--- config.mk ---
export PLATFORM = sky130hd
export DESIGN_NAME = sock_line_scheduler_flat
export DESIGN_NICKNAME = d
export VERILOG_FILES = /design/src/rtl/sock_line_scheduler_if.sv /design/src/rtl/sock_line_scheduler.sv /design/src/flat_wrapper.sv
export SDC_FILE = /design/constraint.sdc
export NUM_CORES = 1
export LEC_CHECK = 0
export BUFFER_PORTS_ARGS = -buffer_cell sky130_fd_sc_hd__buf_4
export CORE_UTILIZATION = 46
export DETAILED_ROUTE_END_ITERATION = 7
export PLACE_DENSITY = 0.76
export SYNTH_ARGS = -nofsm -noshare
export SYNTH_HDL_FRONTEND = slang
export SYNTH_SLANG_ARGS = --single-unit
--- constraint.sdc ---
create_clock -name clk -period 1.9 [get_ports clk]
set_clock_uncertainty 0.1 [all_clocks]
set_input_delay 0.19 -clock clk [delete_from_list [all_inputs] [get_ports clk]]
set_output_delay 0.19 -clock clk [all_outputs]
set_load 0.02 [all_outputs]
--- src/rtl/sock_line_scheduler_if.sv ---
// Order-line bundle between the sock-type requesters and the line scheduler.
//
// Handshake: each requester raises its REQ bit as a level and may hold it
// as long as it wants socks. The scheduler answers with a registered one-hot
// GNT held for the whole batch, then a one-cycle one-hot ACK together with
// PAC_V/PAC_ID when the package is complete. REQ is only sampled while the
// scheduler is idle, so a requester may drop or keep REQ at any time without
// affecting a batch that is already granted. PH and SR are plain levels.
interface sock_line_scheduler_if #(
  parameter int NREQ = 4
);
  localparam int IDW = (NREQ > 1) ? $clog2(NREQ) : 1;

  logic            PH;
  logic            SR;
  logic [NREQ-1:0] REQ;
  logic [NREQ-1:0] GNT;
  logic [2:0]      CNT;
  logic            PAC_V;
  logic [IDW-1:0]  PAC_ID;
  logic [NREQ-1:0] ACK;
  logic [2:0]      LED;
  logic            BUSY;

  // Requester/line side.
  modport master (
    output PH, SR, REQ,
    input  GNT, CNT, PAC_V, PAC_ID, ACK, LED, BUSY
  );

  // Scheduler side.
  modport slave (
    input  PH, SR, REQ,
    output GNT, CNT, PAC_V, PAC_ID, ACK, LED, BUSY
  );
endinterface

--- src/rtl/sock_line_scheduler.sv ---
// Round-robin scheduler sharing one knitting machine between NREQ sock-type
// requesters. A granted requester gets a full batch of BATCH socks, each
// taking KNIT_CYC cycles; yarn-not-ready stalls, power loss aborts, and a
// finished batch ends with a single PACK cycle before re-arbitration.
module sock_line_scheduler #(
  parameter int NREQ     = 4,
  parameter int BATCH    = 7,
  parameter int KNIT_CYC = 3
) (
  input  logic                  clk,
  input  logic                  reset,
  sock_line_scheduler_if.slave  bus,
  output logic [1:0]            o_state
);

  localparam int IDW = (NREQ > 1) ? $clog2(NREQ) : 1;

  typedef enum logic [1:0] {
    S_IDLE  = 2'd0,
    S_KNIT  = 2'd1,
    S_STALL = 2'd2,
    S_PACK  = 2'd3
  } state_t;

  state_t          r_state;
  logic [NREQ-1:0] r_gnt;
  logic [2:0]      r_cnt;
  logic [3:0]      r_timer;
  logic [IDW-1:0]  r_owner;
  logic [IDW-1:0]  r_ptr;

  state_t          w_state_nxt;
  logic [NREQ-1:0] w_gnt_nxt;
  logic [2:0]      w_cnt_nxt;
  logic [3:0]      w_timer_nxt;
  logic [IDW-1:0]  w_owner_nxt;
  logic [IDW-1:0]  w_ptr_nxt;
  logic            w_knit_go;
  logic            w_pick_vld;
  logic [IDW-1:0]  w_pick_idx;
  logic [2:0]      w_led;

  // (base + off) mod NREQ, with off < NREQ so one subtraction suffices.
  function automatic logic [IDW-1:0] wrap_add(input logic [IDW-1:0] base, input int off);
    int s;
    s = int'(base) + off;
    if (s >= NREQ) s = s - NREQ;
    return s[IDW-1:0];
  endfunction

  function automatic logic [NREQ-1:0] onehot(input logic [IDW-1:0] idx);
    logic [NREQ-1:0] v;
    v      = '0;
    v[idx] = 1'b1;
    return v;
  endfunction

  // Round-robin pick: first requesting index starting at the pointer.
  always_comb begin
    w_pick_vld = 1'b0;
    w_pick_idx = '0;
    for (int k = 0; k < NREQ; k++) begin
      if (!w_pick_vld && bus.REQ[wrap_add(r_ptr, k)]) begin
        w_pick_vld = 1'b1;
        w_pick_idx = wrap_add(r_ptr, k);
      end
    end
  end

  // Next-state and next-register values for the batch sequencer.
  always_comb begin
    w_state_nxt = r_state;
    w_gnt_nxt   = r_gnt;
    w_cnt_nxt   = r_cnt;
    w_timer_nxt = r_timer;
    w_owner_nxt = r_owner;
    w_ptr_nxt   = r_ptr;
    w_knit_go   = 1'b0;

    case (r_state)
      S_IDLE: begin
        if (bus.PH && w_pick_vld) begin
          w_owner_nxt = w_pick_idx;
          w_gnt_nxt   = onehot(w_pick_idx);
          w_cnt_nxt   = 3'd0;
          w_timer_nxt = 4'd0;
          w_state_nxt = S_KNIT;
        end
      end
      S_KNIT: begin
        if (!bus.PH) begin
          w_gnt_nxt   = '0;
          w_cnt_nxt   = 3'd0;
          w_timer_nxt = 4'd0;
          w_state_nxt = S_IDLE;
        end else if (!bus.SR) begin
          w_state_nxt = S_STALL;
        end else begin
          w_knit_go = 1'b1;
        end
      end
      S_STALL: begin
        if (!bus.PH) begin
          w_gnt_nxt   = '0;
          w_cnt_nxt   = 3'd0;
          w_timer_nxt = 4'd0;
          w_state_nxt = S_IDLE;
        end else if (bus.SR) begin
          // The resume cycle already knits, so an S-cycle yarn gap costs
          // exactly S cycles.
          w_state_nxt = S_KNIT;
          w_knit_go   = 1'b1;
        end
      end
      S_PACK: begin
        w_ptr_nxt   = wrap_add(r_owner, 1);
        w_gnt_nxt   = '0;
        w_state_nxt = S_IDLE;
      end
      default: begin
        w_state_nxt = S_IDLE;
      end
    endcase

    // One knitting cycle: pace the sock, count it, finish the batch.
    if (w_knit_go) begin
      if (r_timer == 4'(KNIT_CYC - 1)) begin
        w_timer_nxt = 4'd0;
        w_cnt_nxt   = r_cnt + 3'd1;
        if (r_cnt == 3'(BATCH - 1)) begin
          w_state_nxt = S_PACK;
        end
      end else begin
        w_timer_nxt = r_timer + 4'd1;
      end
    end
  end

  // State and datapath registers with synchronous reset.
  always_ff @(posedge clk) begin
    if (reset) begin
      r_state <= S_IDLE;
      r_gnt   <= '0;
      r_cnt   <= 3'd0;
      r_timer <= 4'd0;
      r_owner <= '0;
      r_ptr   <= '0;
    end else begin
      r_state <= w_state_nxt;
      r_gnt   <= w_gnt_nxt;
      r_cnt   <= w_cnt_nxt;
      r_timer <= w_timer_nxt;
      r_owner <= w_owner_nxt;
      r_ptr   <= w_ptr_nxt;
    end
  end

  // Status LED decode from the registered state.
  always_comb begin
    w_led = 3'b000;
    case (r_state)
      S_KNIT:  w_led = 3'b001;
      S_STALL: w_led = 3'b010;
      S_PACK:  w_led = 3'b100;
      default: w_led = 3'b000;
    endcase
  end

  assign bus.GNT    = r_gnt;
  assign bus.CNT    = r_cnt;
  assign bus.PAC_V  = (r_state == S_PACK);
  assign bus.PAC_ID = (r_state == S_PACK) ? r_owner : '0;
  assign bus.ACK    = (r_state == S_PACK) ? onehot(r_owner) : '0;
  assign bus.LED    = w_led;
  assign bus.BUSY   = (r_state != S_IDLE);
  assign o_state    = r_state;

endmodule

--- src/flat_wrapper.sv ---
// flat-port wrapper written by rule: the top's interface ports become plain ports
module sock_line_scheduler_flat 
#(
  parameter int NREQ     = 4,
  parameter int BATCH    = 7,
  parameter int KNIT_CYC = 3
)
  (clk, reset, o_state, bus_PH, bus_SR, bus_REQ, bus_GNT, bus_CNT, bus_PAC_V, bus_PAC_ID, bus_ACK, bus_LED, bus_BUSY);
  sock_line_scheduler_if #(.NREQ(NREQ)) bus_i ();
  input  logic clk;
  input  logic reset;
  output logic [1:0] o_state;
  input wire logic [$bits(bus_i.PH)-1:0] bus_PH;
  input wire logic [$bits(bus_i.SR)-1:0] bus_SR;
  input wire logic [$bits(bus_i.REQ)-1:0] bus_REQ;
  output wire logic [$bits(bus_i.GNT)-1:0] bus_GNT;
  output wire logic [$bits(bus_i.CNT)-1:0] bus_CNT;
  output wire logic [$bits(bus_i.PAC_V)-1:0] bus_PAC_V;
  output wire logic [$bits(bus_i.PAC_ID)-1:0] bus_PAC_ID;
  output wire logic [$bits(bus_i.ACK)-1:0] bus_ACK;
  output wire logic [$bits(bus_i.LED)-1:0] bus_LED;
  output wire logic [$bits(bus_i.BUSY)-1:0] bus_BUSY;
  assign bus_i.PH = bus_PH;
  assign bus_i.SR = bus_SR;
  assign bus_i.REQ = bus_REQ;
  assign bus_GNT = bus_i.GNT;
  assign bus_CNT = bus_i.CNT;
  assign bus_PAC_V = bus_i.PAC_V;
  assign bus_PAC_ID = bus_i.PAC_ID;
  assign bus_ACK = bus_i.ACK;
  assign bus_LED = bus_i.LED;
  assign bus_BUSY = bus_i.BUSY;
  sock_line_scheduler #(.NREQ(NREQ), .BATCH(BATCH), .KNIT_CYC(KNIT_CYC)) u_core (.clk(clk), .reset(reset), .bus(bus_i), .o_state(o_state));
endmodule
Word-level counts from Yosys, hierarchy flattened:

Index checks and enable logic that the tools add are counted.

* register bits: 17
* input bits: 8

* add/sub/neg operators: 11
* magnitude comparators: 13
* equality and inequality tests: 9
* multiplexer cells: 52
* reduce and logical (&&, ||, !) cells: 16

Operators by type and width (count)
* $mux 2: 18
* $mux 4: 6
* $lt 2x3->1 const B: 6
* $mux 1: 13
* $ge 3x3->1 const B: 4
* $mux 3: 4
* $pmux 4 s3: 1
* $sub 2x1->2 const B: 5
* $pmux 3 s3: 1
* $bmux 1 s2: 4
* $pmux 2 s4: 1
* $pmux 4 s2: 1
* $add 2x1->3 const B: 2
* $add 2x2->3 const B: 2
* $logic_and 1x1->1: 6
* $pmux 3 s2: 1
* $add 4x1->4 const B: 1
* $demux 1 s2: 2
* $eq 2x2->1 const B: 2
* $eq 4x2->1 const B: 1
* $ge 2x1->1 const B: 2
* $reduce_and 2->1: 2
* $add 3x1->3 const B: 1
* $eq 3x3->1 const B: 1
* 12 further kinds: 14

Logic depth before layout (Yosys ltp):

* depth after elaboration: 20
* mapped depth: 6
* depth with buffers taken out: 6

Worst setup path before layout:

No wires, ideal clock.

* kind: reg2reg
* start: reg u_core.r_state[0], in the netlist u_core.o_state[0]
* end: reg u_core.r_cnt[2], in the netlist u_core.bus.CNT[2]
* setup time: 0.120 ns
* arrival time: 1.820 ns
* required time: 1.680 ns
* slack: -0.140 ns
* stages on the path, launching flop included: 6
* path buffers: 0
* clock period less this slack: 2.040 ns
* path through: dfxtp_1 inv_1 ha_1 a221o_2 nor3b_4 a211o_1

* longest elaborated chain between the ends: 5
* elaborated cells between the ends (all ways): 8
* those cells by class: eq/ne (2); mux (4); reduce/logical (2)

RTL lines
* from (decl): line sock_line_scheduler.sv:25 `state_t r_state;`
* from (signal assigned): line sock_line_scheduler.sv:149 `r_state <= w_state_nxt;`
* $eq 2x1->1 / $eq 2x2->1 (equally long branches): line sock_line_scheduler.sv:80 `case (r_state)`
* $reduce_or 2->1 (no source line)
* $pmux 3 s2: line sock_line_scheduler.sv:80
* $mux 3: line sock_line_scheduler.sv:127 `if (r_timer == 4'(KNIT_CYC - 1)) begin`
* $mux 3 *: line sock_line_scheduler.sv:126 `if (w_knit_go) begin`
* to (signal assigned): line sock_line_scheduler.sv:151 `r_cnt <= w_cnt_nxt;`
* to (decl): line sock_line_scheduler.sv:27 `logic [2:0] r_cnt;`

Mark *: on every way between the ends. The rest lies on a longest branch, timed or not.
A chain may end at the register's enable or synchronous reset.

Worst setup path after layout:

* start: reg u_core.r_timer[0]
* end: reg u_core.r_cnt[2], in the netlist u_core.bus.CNT[2]

* longest elaborated chain between the ends: 3

RTL lines
* from (decl): line sock_line_scheduler.sv:28 `logic [3:0] r_timer;`
* from (signal assigned): line sock_line_scheduler.sv:152 `r_timer <= w_timer_nxt;`
* $eq 4x2->1: line sock_line_scheduler.sv:127
* $mux 3: line sock_line_scheduler.sv:127
* $mux 3: line sock_line_scheduler.sv:126

No other way between the ends.

==> summary.txt <==
==================================================================================================
TritonCTS clock tree ................................................................          yes
Mapped Avg Cell Area ................................................................    8.728 um2
Total chip power ....................................................................    0.7247 mW
Endpoint class of the critical path .................................................    flip-flop
Wire length of the first global-routing pass ........................................     3.795 mm
Combinational cell fraction of total power ..........................................        0.218
Filler cells ........................................................................          191
Number of synthesized register bits .................................................           17
Number of flops mapped to enable cells by yosys .....................................            0
Setup slack after placement .........................................................     70.76 ps
Internal Dissipation ................................................................    0.5176 mW
Starting Density ....................................................................       0.4860
Placed wire-length estimate after detailed placement ................................     1.762 mm
Initial antenna violation count .....................................................            0
Worst Setup Slack, final ............................................................     89.85 ps
Area of the mapped netlist ..........................................................     1065 um2
Register area share after synthesis .................................................       0.3196
Multi-input gate area ...............................................................    696.9 um2
Worst-case headroom to the max-slew limit ...........................................       0.7152
Final core area utilization .........................................................       0.6334
Vias ................................................................................         1010
Total placed cells including tap cells ..............................................          180
Switching power .....................................................................    0.2071 mW
TritonCTS Buffers ...................................................................            3
Buffer depth of the longest clock path ..............................................            2
Final design instance area without fill .............................................     1388 um2
Pre-antenna DRT Iters ...............................................................            6
Area of the placeable core ..........................................................     2191 um2
Grt total ovfl ......................................................................            0
Footprint of the flip-flops and latches .............................................    347.8 um2
CTS H-Tree Depth ....................................................................            1
Post-synth net total ................................................................          142
Area Growth Syn to Fin ..............................................................       30.32%
Post-Layout Cell Count ..............................................................          184
Chip Width ..........................................................................     50.11 um
Crit Path Class ..................................................................... flip-flop to flip-flop
Fraction of synthesized cell area taken by the top area cell type ...................       0.3196
Vertical extent of the die ..........................................................     50.11 um
Hold-fix buffers at CTS .............................................................            0
Power Dens Cells .................................................................... 522.3 nW/um2
TNS Setup ...........................................................................         0 ps
Top library cells by usage in the layout, fill and taps aside ....................... sky130_fd_sc_hd__buf_4, sky130_fd_sc_hd__dfxtp_1, sky130_fd_sc_hd__nor2_1, sky130_fd_sc_hd__ha_1, sky130_fd_sc_hd__inv_1
Share of flip-flops with an asynchronous set or reset ...............................            0
Clock transition time at the flip-flop clock pins of the worst setup and hold paths .       100 ps
Max-Cap Viols .......................................................................            0
Die outline area ....................................................................     2511 um2
Count of different cell masters after synthesis .....................................           36
Global Route Usage Sum ..............................................................       0.1978
Number of clock sinks ...............................................................           17
Final hold violation count ..........................................................            0
Cell Rows ...........................................................................           17
Root Driver ......................................................................... sky130_fd_sc_hd__clkbuf_4
Worst path required time ............................................................      2040 ps
Max Fclk ............................................................................    552.4 MHz
Cell area after placement ...........................................................     1339 um2
Outcome ............................................................................. finished, final reports clean
Number of global-route vias before repair ...........................................          909
Class of the tightest hold or removal check ......................................... primary input to flip-flop
Number of I/O pins ..................................................................           28
Final setup violating endpoints .....................................................            0
Highest net fanout along the worst path .............................................            5
Ys flop type ........................................................................ sky130_fd_sc_hd__dfxtp_1
Arrival time of data at the critical path endpoint ..................................      1950 ps
Sort of element at the start of the critical path ...................................    flip-flop
Switching Share .....................................................................       0.2857
Layout cell share with drive strength beyond 1 ......................................       0.3077
Post-CTS Setup Repair Bufs ..........................................................            0
Iter 0 DRT Violations ...............................................................           11
Detailed-route vias per instance ....................................................        5.489
Count of input and output buffers ...................................................           27
Leading cell types by total area after synthesis .................................... sky130_fd_sc_hd__dfxtp_1, sky130_fd_sc_hd__ha_1, sky130_fd_sc_hd__and2_1, sky130_fd_sc_hd__nor2_1, sky130_fd_sc_hd__a32o_1
Unrepaired setup endpoints after global routing .....................................        false
WL final ............................................................................     2.230 mm
Routability congestion estimate .....................................................       0.8846
VDD IR-drop max .....................................................................    0.4442 mV
Commonest non-fill, non-tap cell in the layout ...................................... sky130_fd_sc_hd__buf_4
Hold WS .............................................................................     86.68 ps
Power share of the clock group ......................................................        0.270
Cell taking the most area after synthesis ........................................... sky130_fd_sc_hd__dfxtp_1
Tmin final ..........................................................................      1810 ps
Final worst-path cycle share ........................................................       0.9527
Part of the total power dissipated in sequential elements ...........................        0.512
Final layout net count ..............................................................          177
Final max-slew violation count ......................................................            0
Diodes inserted .....................................................................            0
Number of remaining DRC errors ......................................................            0
Clock latency reported for the late side of the worst-skew pair .....................       290 ps
Wire length per cell ................................................................     12.12 um
Count of synthesis-stage warnings from yosys ........................................            0
Leakage power of the design .........................................................    0.6049 nW
Remaining antenna violation count ...................................................            0
Worst Tran Pin Value ................................................................     424.4 ps
Pin count of the biggest net entering global routing ................................           15
Count of mapped cells out of synthesis ..............................................          122
==================================================================================================
## what timing repair did
action / CTS / global route
hold endpoints to repair: 0 / 0
setup endpoints to repair: 0 / 5
resized for setup: 0 / 3
## final cells by class
type                            count  area share
Clock buffer                        4     0.01894
Inverter                            9     0.02435
Multi-Input combinational cell     93      0.5023
Sequential cell                    17      0.2507
Tap cell                           28     0.02525
Timing Repair Buffer               33      0.1785
## metal layers
| metal | global-route usage | wire length, um | vias up |
|---|---|---|---|
| met5 | 0 | 0 | - |
| met4 | 0.1238 | 65 | 0 |
| met3 | 0.02160 | 94 | 8 |
| met2 | 0.3378 | 1110 | 27 |
| met1 | 0.2313 | 959 | 465 |
| li1 | - | - | 510 |
## worst max-delay path, stage by stage, from the launching register on
cell and delay (ps):
sky130_fd_sc_hd__dfxtp_1 360, sky130_fd_sc_hd__inv_1 70, sky130_fd_sc_hd__ha_1 140, sky130_fd_sc_hd__or3b_1 360
sky130_fd_sc_hd__or3_1 400, sky130_fd_sc_hd__nor3b_2 220, sky130_fd_sc_hd__a211o_1 120
## path summary, 6_finish.rpt
path | startpoint | to | slack [ps] | cells after the start
worst max register to register | u_core.r_timer[0] | u_core.bus.CNT[2] | 90 | 6
worst min register to register | u_core.bus.GNT[1] | u_core.bus.GNT[1] | 390 | 1
worst max-delay path | u_core.r_timer[0] | u_core.bus.CNT[2] | 90 | 6
worst min-delay path | reset | u_core.o_state[1] | 90 | 2
## kinds of logic (layout without fill, tap and decap cells)
logic type               count (synthesis)  after routing  synth area share
buffers and inverters                   12             46           0.04700
flip-flops                              17             17            0.3196
multiplexers                             3              3           0.02820
AO/OA/AOI/OAI                           28             28            0.1986
AND/OR/NAND/NOR                         50             50            0.2656
adder cells (fa/ha/maj)                 12             12            0.1410
## power by group through the flow
stage                     Sequential, mW  Combinational [mW]  Clock [mW]
final                              0.371               0.158       0.196
after global routing               0.373               0.173       0.216
after CTS                          0.371               0.153       0.202
after detailed placement           0.379               0.152           0
after global placement             0.379               0.147           0
after floorplan                    0.386              0.0779           0
## synth_stat cells (all sizes together), types with 2 or more instances
| library cell | number |
|---|---|
| o21ai | 2 |
| or3 | 2 |
| o31ai | 2 |
| nand2 | 7 |
| a32o | 4 |
| inv | 9 |
| a21oi | 6 |
| nor2 | 11 |
| nor3b | 5 |
| nand3 | 7 |
| buf | 2 |
| ha | 12 |
| nand2b | 2 |
| or2 | 2 |
| dfxtp | 17 |
| nor3 | 5 |
| a31oi | 4 |
| and2 | 7 |
| mux2i | 3 |
## sequential cells by signal (all words and copies together) (netlist names)
| register | count |
|---|---|
| u_core.r_owner | 2 |
| u_core.o_state | 2 |
| u_core.r_timer | 4 |
| u_core.bus.GNT | 4 |
| u_core.bus.CNT | 3 |
| u_core.r_ptr | 2 |
Note: power is estimated with default switching activity, not from simulation.
